### src/rtl/cv32e40p_ft_redundancy_manager.sv
// rtl/cv32e40p_ft_redundancy_manager.sv - per-replica health tracking for the FT voters
// Leaky-bucket error counters, HEALTHY/SUSPECT/BROKEN/PROBATION FSMs and aggregate status.
module cv32e40p_ft_redundancy_manager #(
   parameter int N_REPL             = 3,
   parameter int COUNT_BIT          = 8,
   parameter int INCREMENT          = 4,
   parameter int DECREMENT          = 1,
   parameter int SUSPECT_THRESHOLD  = 8,
   parameter int BREAKING_THRESHOLD = 32,
   parameter bit RECOVERY_EN        = 1'b1,
   parameter int PROBATION_CYCLES   = 256,
   parameter int PROB_BIT           = 9,
   parameter int EVT_CNT_BIT        = 16
) (
   input  logic                          clk,
   input  logic                          rst_n,
   input  logic [N_REPL-1:0]             err_detected_i,
   input  logic [N_REPL-1:0]             set_broken_i,
   input  logic [N_REPL-1:0]             clear_broken_i,
   output logic [N_REPL-1:0]             is_broken_o,
   output logic [N_REPL-1:0]             is_suspect_o,
   output logic [$clog2(N_REPL+1)-1:0]   num_broken_o,
   output logic                          fatal_o,
   output logic [EVT_CNT_BIT-1:0]        err_event_cnt_o
);

   localparam int NB_W = $clog2(N_REPL+1);

   localparam logic [1:0] S_HEALTHY   = 2'd0;
   localparam logic [1:0] S_SUSPECT   = 2'd1;
   localparam logic [1:0] S_BROKEN    = 2'd2;
   localparam logic [1:0] S_PROBATION = 2'd3;

   localparam logic [COUNT_BIT:0]   CNT_MAX  = {1'b0, {COUNT_BIT{1'b1}}};
   localparam logic [COUNT_BIT:0]   INC_W    = (COUNT_BIT+1)'(INCREMENT);
   localparam logic [COUNT_BIT:0]   DEC_W    = (COUNT_BIT+1)'(DECREMENT);
   localparam logic [COUNT_BIT-1:0] SUS_THR  = COUNT_BIT'(SUSPECT_THRESHOLD);
   localparam logic [COUNT_BIT-1:0] BRK_THR  = COUNT_BIT'(BREAKING_THRESHOLD);
   localparam logic [PROB_BIT-1:0]  PROB_LD  = PROB_BIT'(PROBATION_CYCLES);
   localparam logic [EVT_CNT_BIT-1:0] EVT_MAX = {EVT_CNT_BIT{1'b1}};
   localparam logic [NB_W-1:0]      FATAL_LVL = NB_W'(N_REPL-1);

   generate
      if (N_REPL < 3) begin : g_chk_repl
         $fatal(1, "N_REPL must be at least 3");
      end
      if (SUSPECT_THRESHOLD <= 0 || SUSPECT_THRESHOLD > BREAKING_THRESHOLD ||
          BREAKING_THRESHOLD >= (1 << COUNT_BIT)) begin : g_chk_thr
         $fatal(1, "thresholds must satisfy 0 < SUSPECT <= BREAKING < 2^COUNT_BIT");
      end
      if (PROBATION_CYCLES <= 0 || PROBATION_CYCLES >= (1 << PROB_BIT)) begin : g_chk_prob
         $fatal(1, "PROBATION_CYCLES must fit in PROB_BIT and be non-zero");
      end
      if (INCREMENT <= 0 || DECREMENT <= 0) begin : g_chk_step
         $fatal(1, "INCREMENT and DECREMENT must be positive");
      end
   endgenerate

   logic [1:0]             state_q [N_REPL];
   logic [1:0]             state_d [N_REPL];
   logic [COUNT_BIT-1:0]   cnt_q   [N_REPL];
   logic [COUNT_BIT-1:0]   cnt_d   [N_REPL];
   logic [PROB_BIT-1:0]    timer_q [N_REPL];
   logic [PROB_BIT-1:0]    timer_d [N_REPL];

   logic [N_REPL-1:0]      is_broken_q, is_broken_d;
   logic [N_REPL-1:0]      is_suspect_q, is_suspect_d;
   logic [NB_W-1:0]        num_broken_q, num_broken_d;
   logic                   fatal_q, fatal_d;
   logic [EVT_CNT_BIT-1:0] evt_cnt_q, evt_cnt_d;

   // Leaky-bucket step, done one bit wider so the clamps see the true result.
   function automatic logic [COUNT_BIT-1:0] step_cnt(input logic [COUNT_BIT-1:0] c,
                                                     input logic err);
      logic [COUNT_BIT:0] w;
      w = {1'b0, c};
      if (err) begin
         w = w + INC_W;
         if (w > CNT_MAX) w = CNT_MAX;
      end else if (w > DEC_W) begin
         w = w - DEC_W;
      end else begin
         w = '0;
      end
      return w[COUNT_BIT-1:0];
   endfunction

   always_comb begin
      for (int m = 0; m < N_REPL; m++) begin
         state_d[m] = state_q[m];
         cnt_d[m]   = cnt_q[m];
         timer_d[m] = timer_q[m];
         case (state_q[m])
            S_HEALTHY, S_SUSPECT: begin
               cnt_d[m] = step_cnt(cnt_q[m], err_detected_i[m]);
               if (cnt_d[m] >= BRK_THR)      state_d[m] = S_BROKEN;
               else if (cnt_d[m] >= SUS_THR) state_d[m] = S_SUSPECT;
               else                          state_d[m] = S_HEALTHY;
            end
            S_BROKEN: begin
               if (RECOVERY_EN && clear_broken_i[m]) begin
                  state_d[m] = S_PROBATION;
                  cnt_d[m]   = '0;
                  timer_d[m] = PROB_LD;
               end
            end
            default: begin
               // Any error during probation sends the replica straight back.
               if (err_detected_i[m]) begin
                  state_d[m] = S_BROKEN;
                  cnt_d[m]   = BRK_THR;
               end else begin
                  timer_d[m] = timer_q[m] - PROB_BIT'(1);
                  if (timer_d[m] == '0) begin
                     state_d[m] = S_HEALTHY;
                     cnt_d[m]   = '0;
                  end
               end
            end
         endcase
         if (set_broken_i[m]) state_d[m] = S_BROKEN;
      end
   end

   always_comb begin
      num_broken_d = '0;
      for (int m = 0; m < N_REPL; m++) begin
         is_broken_d[m]  = (state_d[m] == S_BROKEN) || (state_d[m] == S_PROBATION);
         is_suspect_d[m] = (state_d[m] == S_SUSPECT);
         num_broken_d    = num_broken_d + NB_W'(is_broken_d[m]);
      end
      fatal_d   = (num_broken_d >= FATAL_LVL);
      evt_cnt_d = evt_cnt_q;
      if (|err_detected_i && evt_cnt_q != EVT_MAX) evt_cnt_d = evt_cnt_q + EVT_CNT_BIT'(1);
   end

   always_ff @(posedge clk) begin
      if (!rst_n) begin
         for (int m = 0; m < N_REPL; m++) begin
            state_q[m] <= S_HEALTHY;
            cnt_q[m]   <= '0;
            timer_q[m] <= '0;
         end
         is_broken_q  <= '0;
         is_suspect_q <= '0;
         num_broken_q <= '0;
         fatal_q      <= 1'b0;
         evt_cnt_q    <= '0;
      end else begin
         for (int m = 0; m < N_REPL; m++) begin
            state_q[m] <= state_d[m];
            cnt_q[m]   <= cnt_d[m];
            timer_q[m] <= timer_d[m];
         end
         is_broken_q  <= is_broken_d;
         is_suspect_q <= is_suspect_d;
         num_broken_q <= num_broken_d;
         fatal_q      <= fatal_d;
         evt_cnt_q    <= evt_cnt_d;
      end
   end

   assign is_broken_o     = is_broken_q;
   assign is_suspect_o    = is_suspect_q;
   assign num_broken_o    = num_broken_q;
   assign fatal_o         = fatal_q;
   assign err_event_cnt_o = evt_cnt_q;

endmodule
### config.mk
export PLATFORM = sky130hd
export DESIGN_NAME = cv32e40p_ft_redundancy_manager
export DESIGN_NICKNAME = d
export VERILOG_FILES = /design/src/rtl/cv32e40p_ft_redundancy_manager.sv
export SDC_FILE = /design/constraint.sdc
export NUM_CORES = 1
export LEC_CHECK = 0
export CAP_MARGIN = 20
export CORE_ASPECT_RATIO = 0.5
export CORE_MARGIN = 2
export CORE_UTILIZATION = 45
export DETAILED_ROUTE_END_ITERATION = 12
export DONT_BUFFER_PORTS = 1
export GPL_TIMING_DRIVEN = 0
export HOLD_SLACK_MARGIN = 0.03
export SLEW_MARGIN = 20
export SYNTH_ARGS = -nofsm -noshare
export SYNTH_HDL_FRONTEND = slang
export SYNTH_SLANG_ARGS = --single-unit
### constraint.sdc
create_clock -name clk -period 5.7 [get_ports clk]
set_input_delay 0.855 -clock clk [delete_from_list [all_inputs] [get_ports clk]]
set_output_delay 0.855 -clock clk [all_outputs]
set_load 0.02 [all_outputs]
Yosys cells after proc, flatten, opt, wreduce, memory -nomap -nowiden

Memories as Yosys holds them, arrays and structs flattened.
Index checks and enable logic that the tools add are counted.

Bits in registers: 25
RAM bits: 57
Input port bits: 11
Output and inout port bits: 25
Word-level logic and storage cells: 137
Memories: 3

Add/subtract/negate cells: 12
Magnitude comparators: 13
Equality and inequality tests: 16
Mux-type cells: 65
Bitwise logic cells: 9
Reductions and logical operators: 14

Memories:

| name    | words | bits a word | rd ports | clocked after memory_dff | write ports | RTL line | source |
|---|---|---|---|---|---|---|---|
| timer_q | 3     | 9           | 3        | 0                        | 3           | 63       | `logic [PROB_BIT-1:0] timer_q [N_REPL];` |
| cnt_q   | 3     | 8           | 3        | 0                        | 3           | 61       | `logic [COUNT_BIT-1:0] cnt_q [N_REPL];` |
| state_q | 3     | 2           | 3        | 0                        | 3           | 59       | `logic [1:0] state_q [N_REPL];` |

Operators by type and width:

| cell                                                              | count |
|---|---|
| two-way mux 8 bit                                                 | 24 |
| two-way mux 9 bit                                                 | 9 |
| case mux 9 bit (2 select lines)                                   | 3 |
| case mux 8 bit (2 select lines)                                   | 3 |
| two-way mux 2 bit                                                 | 18 |
| adder 8 x 3 -> 9 bit, second input constant                       | 3 |
| greater-than comparator 9 x 8 -> 1 bit, second input constant     | 3 |
| zero test 9 bit                                                   | 3 |
| subtractor 9 x 1 -> 9 bit, second input constant                  | 3 |
| greater-or-equal comparator 8 x 4 -> 1 bit, second input constant | 3 |
| greater-or-equal comparator 8 x 6 -> 1 bit, second input constant | 3 |
| greater-than comparator 8 x 1 -> 1 bit, second input constant     | 3 |
| subtractor 8 x 1 -> 8 bit, second input constant                  | 3 |
| equality test 2 bit, second input constant                        | 9 |
| adder 16 x 1 -> 16 bit, second input constant                     | 1 |
| != test 16 bit, second input constant                             | 1 |
| equality test 2 x 1 -> 1 bit, second input constant               | 6 |
| case mux 2 bit (2 select lines)                                   | 3 |
| OR 1 bit                                                          | 9 |
| zero test 2 bit                                                   | 3 |
| OR reduction 2 bit                                                | 3 |
| two-way mux 1 bit                                                 | 5 |
| logical OR 1 bit                                                  | 3 |
| OR reduction 3 bit                                                | 1 |
| 4 further kinds                                                   | 4 |

Longest topological paths before layout

An unclocked memory read counts as a cell.

Depth in word-level cells: 16
Mapped depth: 11

Worst setup path before layout

Ideal clock, no wire load.

Kind: input to register
From: input err_detected_i[2]
To: register num_broken_q[0] (netlist: num_broken_o[0])
Setup time: 0.126 ns
Arrival time: 2.689 ns
Slack: 2.885 ns
Stages: 9
Path buffers: 1
Cells stage by stage: clkbuf_1 > clkinv_1 > a21bo_2 > a221oi_1 > nor3_1 > a21oi_1 > nor2_1 > fa_1 > nor2_1

Cells in the longest elaborated chain, start to end: 10
Elaborated cells on any way between the ends: 13
Those cells by class: add/sub: 1; order compare: 2; eq/ne: 2; mux: 7; reduce/logical: 1

RTL lines:

| item                                       | RTL line | source |
|---|---|---|
| start, declared                            | 17       | `input logic [N_REPL-1:0] err_detected_i,` |
| two-way mux 8 bit                          | 77       | `if (err) begin` |
| two-way mux 8 bit                          | 93       | `case (state_q[m])` |
| greater-or-equal comparator 8 x 4 -> 1 bit | 97       | `else if (cnt_d[m] >= SUS_THR) state_d[m] = S_SUSPECT;` |
| two-way mux 1 bit                          | 97       |  |
| two-way mux 2 bit                          | 96       | `if (cnt_d[m] >= BRK_THR) state_d[m] = S_BROKEN;` |
| case mux 2 bit (2 select lines) (*)        | 93       |  |
| two-way mux 2 bit (*)                      | 121      | `if (set_broken_i[m]) state_d[m] = S_BROKEN;` |
| equality test 2 bit                        | 128      | `is_broken_d[m] = (state_d[m] == S_BROKEN) \|\| (state_d[m] == S_PROBATION);` |
| logical OR 1 bit (*)                       | 128      |  |
| adder 2 x 1 -> 2 bit (*)                   | 130      | `num_broken_d = num_broken_d + NB_W'(is_broken_d[m]);` |
| end signal, assigned                       | 157      | `num_broken_q <= num_broken_d;` |
| end, declared                              | 68       | `logic [NB_W-1:0] num_broken_q, num_broken_d;` |

Mark *: on every way between the ends. The rest lies on a longest branch, timed or not. The select of a mux whose other input is x is not followed.
A chain may end at the register's enable or synchronous reset.

==> flow_metrics.py <==
metrics = {
    "clock_tree": {
        "post-cts-setup-buffers": 0,
        "cts-resized-gates": 0,
        "clk_transition_reported_paths_ns": 0.06,
        "cts.sink_count": 81,
        "cts_buffers": 9,
        "clock_tree_root_buffer_cell": "sky130_fd_sc_hd__clkbuf_16",
        "tritoncts_clock_tree": "built",
        "clockBufferDepth": 2,
        "clock_insertion_delay_worst_skew_ns": 0.34,
        "h_tree_level_count": 3,
        "cts_hold_buf": 0,
    },
    "yosys": {
        "synth_area_um2": 5200,
        "syn-instance-count": 672,
        "synth_fp_nets": 710,
        "synth_cell_types": 69,
        "synth_enable_flop_cells": 0,
        "synth.avg_cell_area_um2": 7.74,
        "synth_seq_area_share": 0.312,
        "async_flop_share": 0,
        "ys_dominant_reg_cell": "sky130_fd_sc_hd__dfxtp_1",
        "synthesized_flop_and_latch_total": 81,
        "synth_warnings": 0,
    },
    "cells_and_area": {
        "share_of_post_route_cells_with_drive_strength_above_1": 0.0393,
        "diodes": 0,
        "area_growth_pct": 10.4,
        "layout.cells.non_filler": 832,
        "layout_nets": 721,
        "fillers": 1059,
        "post-route-cell-area_um2": 5740,
    },
    "critical_path": {
        "crit_type": "reg -> reg",
        "timing.critical_path.slowest_cell_delay_ns": 0.49,
        "crit_path_cell_trace": "clkbuf_1 > inv_1 > ha_1 > nand3b_1 > o41ai_1 > a2111oi_0 > nand4_1 > a21oi_1 > fa_1 > nor2_1",
        "worst-path-max-fanout": 10,
        "crit_path_leading_delay_family": "compound AO/OA/AOI/OAI gates",
        "cp.arrival_ns": 3.49,
        "setup.reg_to_reg.worst_slack_ns": 2.47,
        "worstPathRequired_ns": 5.96,
        "critical-path-slowest-cell": "sky130_fd_sc_hd__a21oi_1",
        "cp_num_buf_inv": 2,
        "setup.worst_path.start_class": "flop",
        "cp-end-kind": "flop",
    },
    "sta": {
        "final_period_minus_worst_setup_slack_ns": 3.23,
        "final_sum_of_negative_setup_slack_ns": 0,
        "worst_slew_pin_slew_ns": 0.931,
        "worst_slew_margin_rel": 0.371,
        "drv_slew": 0,
        "layout_worst_path_cycle_share": 0.567,
        "finClkSkew_ns": 0.00424,
        "setup_repair_after_global_routing_missed_its_margin": "no",
        "timing.fmax_mhz": 310,
        "setup-violations-final": 0,
        "timing.final.hold_violations": 0,
    },
    "flow_run": {
        "drv.max_cap_violation_count": 0,
    },
    "global_routing": {
        "grt_pass1_vias": 4350,
        "global_route_wire_length_before_repair_mm": 21.3,
        "pin_count_of_the_biggest_net_entering_global_routing": 14,
        "grt_remaining_overflow": 0,
        "antenna_found_initial": 0,
        "globalRouteTotalUtil": 0.213,
    },
    "placement": {
        "place.gp.congestion": 0.838,
        "io_buffers": 0,
        "placed_area_um2": 5380,
        "post_dp_hpwl_mm": 9.35,
        "place_inst": 817,
    },
    "route": {
        "drt_wl_cell_um": 15.4,
        "drt_pass1_iterations": 4,
        "drt.antenna.violating_nets": 0,
        "detail_route.vias_per_cell": 5.85,
        "drt-total-wl_mm": 12.8,
        "remaining_drc_errors": 0,
        "num_vias": 4866,
        "detailedRoute.firstIterationViolations": 252,
    },
    "power": {
        "peakVddDrop_v": 0.000185,
        "cellPowerDensity_nw_per_um2": 474,
        "total_power_uw": 2720,
        "cellLeakagePower_uw": 0.00218,
    },
    "floorplan": {
        "die_height_um": 80.0,
        "start_util": 0.468,
        "ios": 36,
        "core_region_area_um2": 11100,
        "rows": 27,
        "dieWidth_um": 156,
        "die_area_um2": 12500,
    },
    "status": {
        "run_status": "completed",
    },
    "hold_path": {
        "hold_class": "reg -> reg",
    },
}
-- power breakdown --
part	internal, uW	leakage (uW)	switching, uW
logic	485	0.00134	718
registers	677	0.000660	138
clock network	471	0.000173	233
total	1630	0.00218	1090
-- synth_stat cells (5+ instances only) --
library cell | instances | area share
sky130_fd_sc_hd__nand2_1 | 54 | 0.039
sky130_fd_sc_hd__nor2b_1 | 8 | 0.0096
sky130_fd_sc_hd__nor4_1 | 11 | 0.013
sky130_fd_sc_hd__inv_1 | 33 | 0.024
sky130_fd_sc_hd__nor3_1 | 20 | 0.019
sky130_fd_sc_hd__a31oi_1 | 6 | 0.0072
sky130_fd_sc_hd__nor2_1 | 91 | 0.066
sky130_fd_sc_hd__or4_1 | 7 | 0.010
sky130_fd_sc_hd__clkbuf_1 | 31 | 0.022
sky130_fd_sc_hd__ha_1 | 26 | 0.063
sky130_fd_sc_hd__nand2b_1 | 8 | 0.0096
sky130_fd_sc_hd__nand3_1 | 18 | 0.017
sky130_fd_sc_hd__dfxtp_1 | 81 | 0.31
sky130_fd_sc_hd__and3_1 | 9 | 0.011
sky130_fd_sc_hd__o2bb2ai_1 | 5 | 0.0084
sky130_fd_sc_hd__o21ai_0 | 32 | 0.031
sky130_fd_sc_hd__or3_1 | 11 | 0.013
sky130_fd_sc_hd__nand3b_1 | 6 | 0.0087
sky130_fd_sc_hd__xor2_1 | 8 | 0.013
sky130_fd_sc_hd__a22o_1 | 9 | 0.015
sky130_fd_sc_hd__a311oi_1 | 6 | 0.010
sky130_fd_sc_hd__a21o_1 | 8 | 0.012
sky130_fd_sc_hd__o31a_1 | 6 | 0.010
sky130_fd_sc_hd__and2_1 | 9 | 0.011
sky130_fd_sc_hd__o32ai_1 | 6 | 0.010
sky130_fd_sc_hd__xnor2_1 | 17 | 0.029
sky130_fd_sc_hd__a21oi_1 | 34 | 0.033
sky130_fd_sc_hd__nand4_1 | 17 | 0.020
sky130_fd_sc_hd__a211oi_1 | 8 | 0.012
-- path summary, 6_finish.rpt --
check / cells after the start / end / start
max reg2reg: 10 / num_broken_o[0]$_SDFF_PN0_ / cnt_q[0][2]$_SDFFE_PN0P_
min: 1 / timer_q[0][8]$_SDFFE_PN0P_ / timer_q[0][8]$_SDFFE_PN0P_
max: 10 / num_broken_o[0]$_SDFF_PN0_ / cnt_q[0][2]$_SDFFE_PN0P_
min reg2reg: 1 / timer_q[0][8]$_SDFFE_PN0P_ / timer_q[0][8]$_SDFFE_PN0P_
-- layer usage --
| metal | vias to the layer above | GRT usage | part of all wire |
|---|---|---|---|
| li1 | 2479 | - | - |
| met1 | 2298 | 0.290 | 0.51 |
| met2 | 77 | 0.340 | 0.45 |
| met3 | 12 | 0.0532 | 0.038 |
| met4 | 0 | 0.0495 | 0.0081 |
| met5 | - | 0 | 0 |
-- logic make-up after synthesis --
kind of cell,after synthesis,synth area share
simple gates,282,0.269
mux,4,0.00770
compound gates,178,0.245
buf+inv,74,0.0563
xor+xnor,25,0.0421
fa+ha+maj,28,0.0683
flops,81,0.312
-- metrics by stage --
step | hold WS (ns) | util | setup slack [ns]
6_report | 0.476 | 0.516 | 2.47
5_1_grt | 0.483 | 0.516 | 2.13
4_1_cts | 0.472 | 0.516 | 2.45
3_5_place_dp | 0.458 | 0.484 | 2.26
3_3_place_gp | 0.468 | 0.484 | 2.27
2_1_floorplan | 0.429 | - | 2.89
-- cells in the final DEF (no fill, tap or decap), types with 7 or more instances in the layout --
master	synthesis	layout
sky130_fd_sc_hd__inv_1	33	33
sky130_fd_sc_hd__nor2b_1	8	8
sky130_fd_sc_hd__clkbuf_1	31	32
sky130_fd_sc_hd__clkbuf_16	0	9
sky130_fd_sc_hd__dfxtp_1	81	81
sky130_fd_sc_hd__o21ai_0	32	32
sky130_fd_sc_hd__and2_1	9	9
sky130_fd_sc_hd__ha_1	26	26
sky130_fd_sc_hd__nor2_1	91	91
sky130_fd_sc_hd__or4_1	7	7
sky130_fd_sc_hd__or3_1	11	11
sky130_fd_sc_hd__xor2_1	8	8
sky130_fd_sc_hd__nor4_1	11	11
sky130_fd_sc_hd__nand3_1	18	18
sky130_fd_sc_hd__a22o_1	9	9
sky130_fd_sc_hd__nand2_1	54	54
sky130_fd_sc_hd__and3_1	9	9
sky130_fd_sc_hd__nor3_1	20	20
sky130_fd_sc_hd__xnor2_1	17	17
sky130_fd_sc_hd__a211oi_1	8	8
sky130_fd_sc_hd__nand2b_1	8	8
sky130_fd_sc_hd__nand4_1	17	17
sky130_fd_sc_hd__a21o_1	8	8
sky130_fd_sc_hd__a21oi_1	34	34
-- area by class of cell --
class                      count  area [um^2]  share of cell area
tap                          145          181              0.0316
clock buffer                  10          229              0.0399
multi-input combinational    517         3290               0.573
sequential                    81         1620               0.282
clock inverter                 5          129              0.0224
inverter                      35          131              0.0229
buffer                        39          161              0.0281
-- sequential cells by signal, indices dropped and copies added, names as in the netlist --
| signal | cells |
|---|---|
| is_suspect_o | 3 |
| err_event_cnt_o | 16 |
| is_broken_o | 3 |
| state_q | 6 |
| num_broken_o | 2 |
| timer_q | 27 |
| cnt_q | 24 |
(Power assumes the default switching activity.)
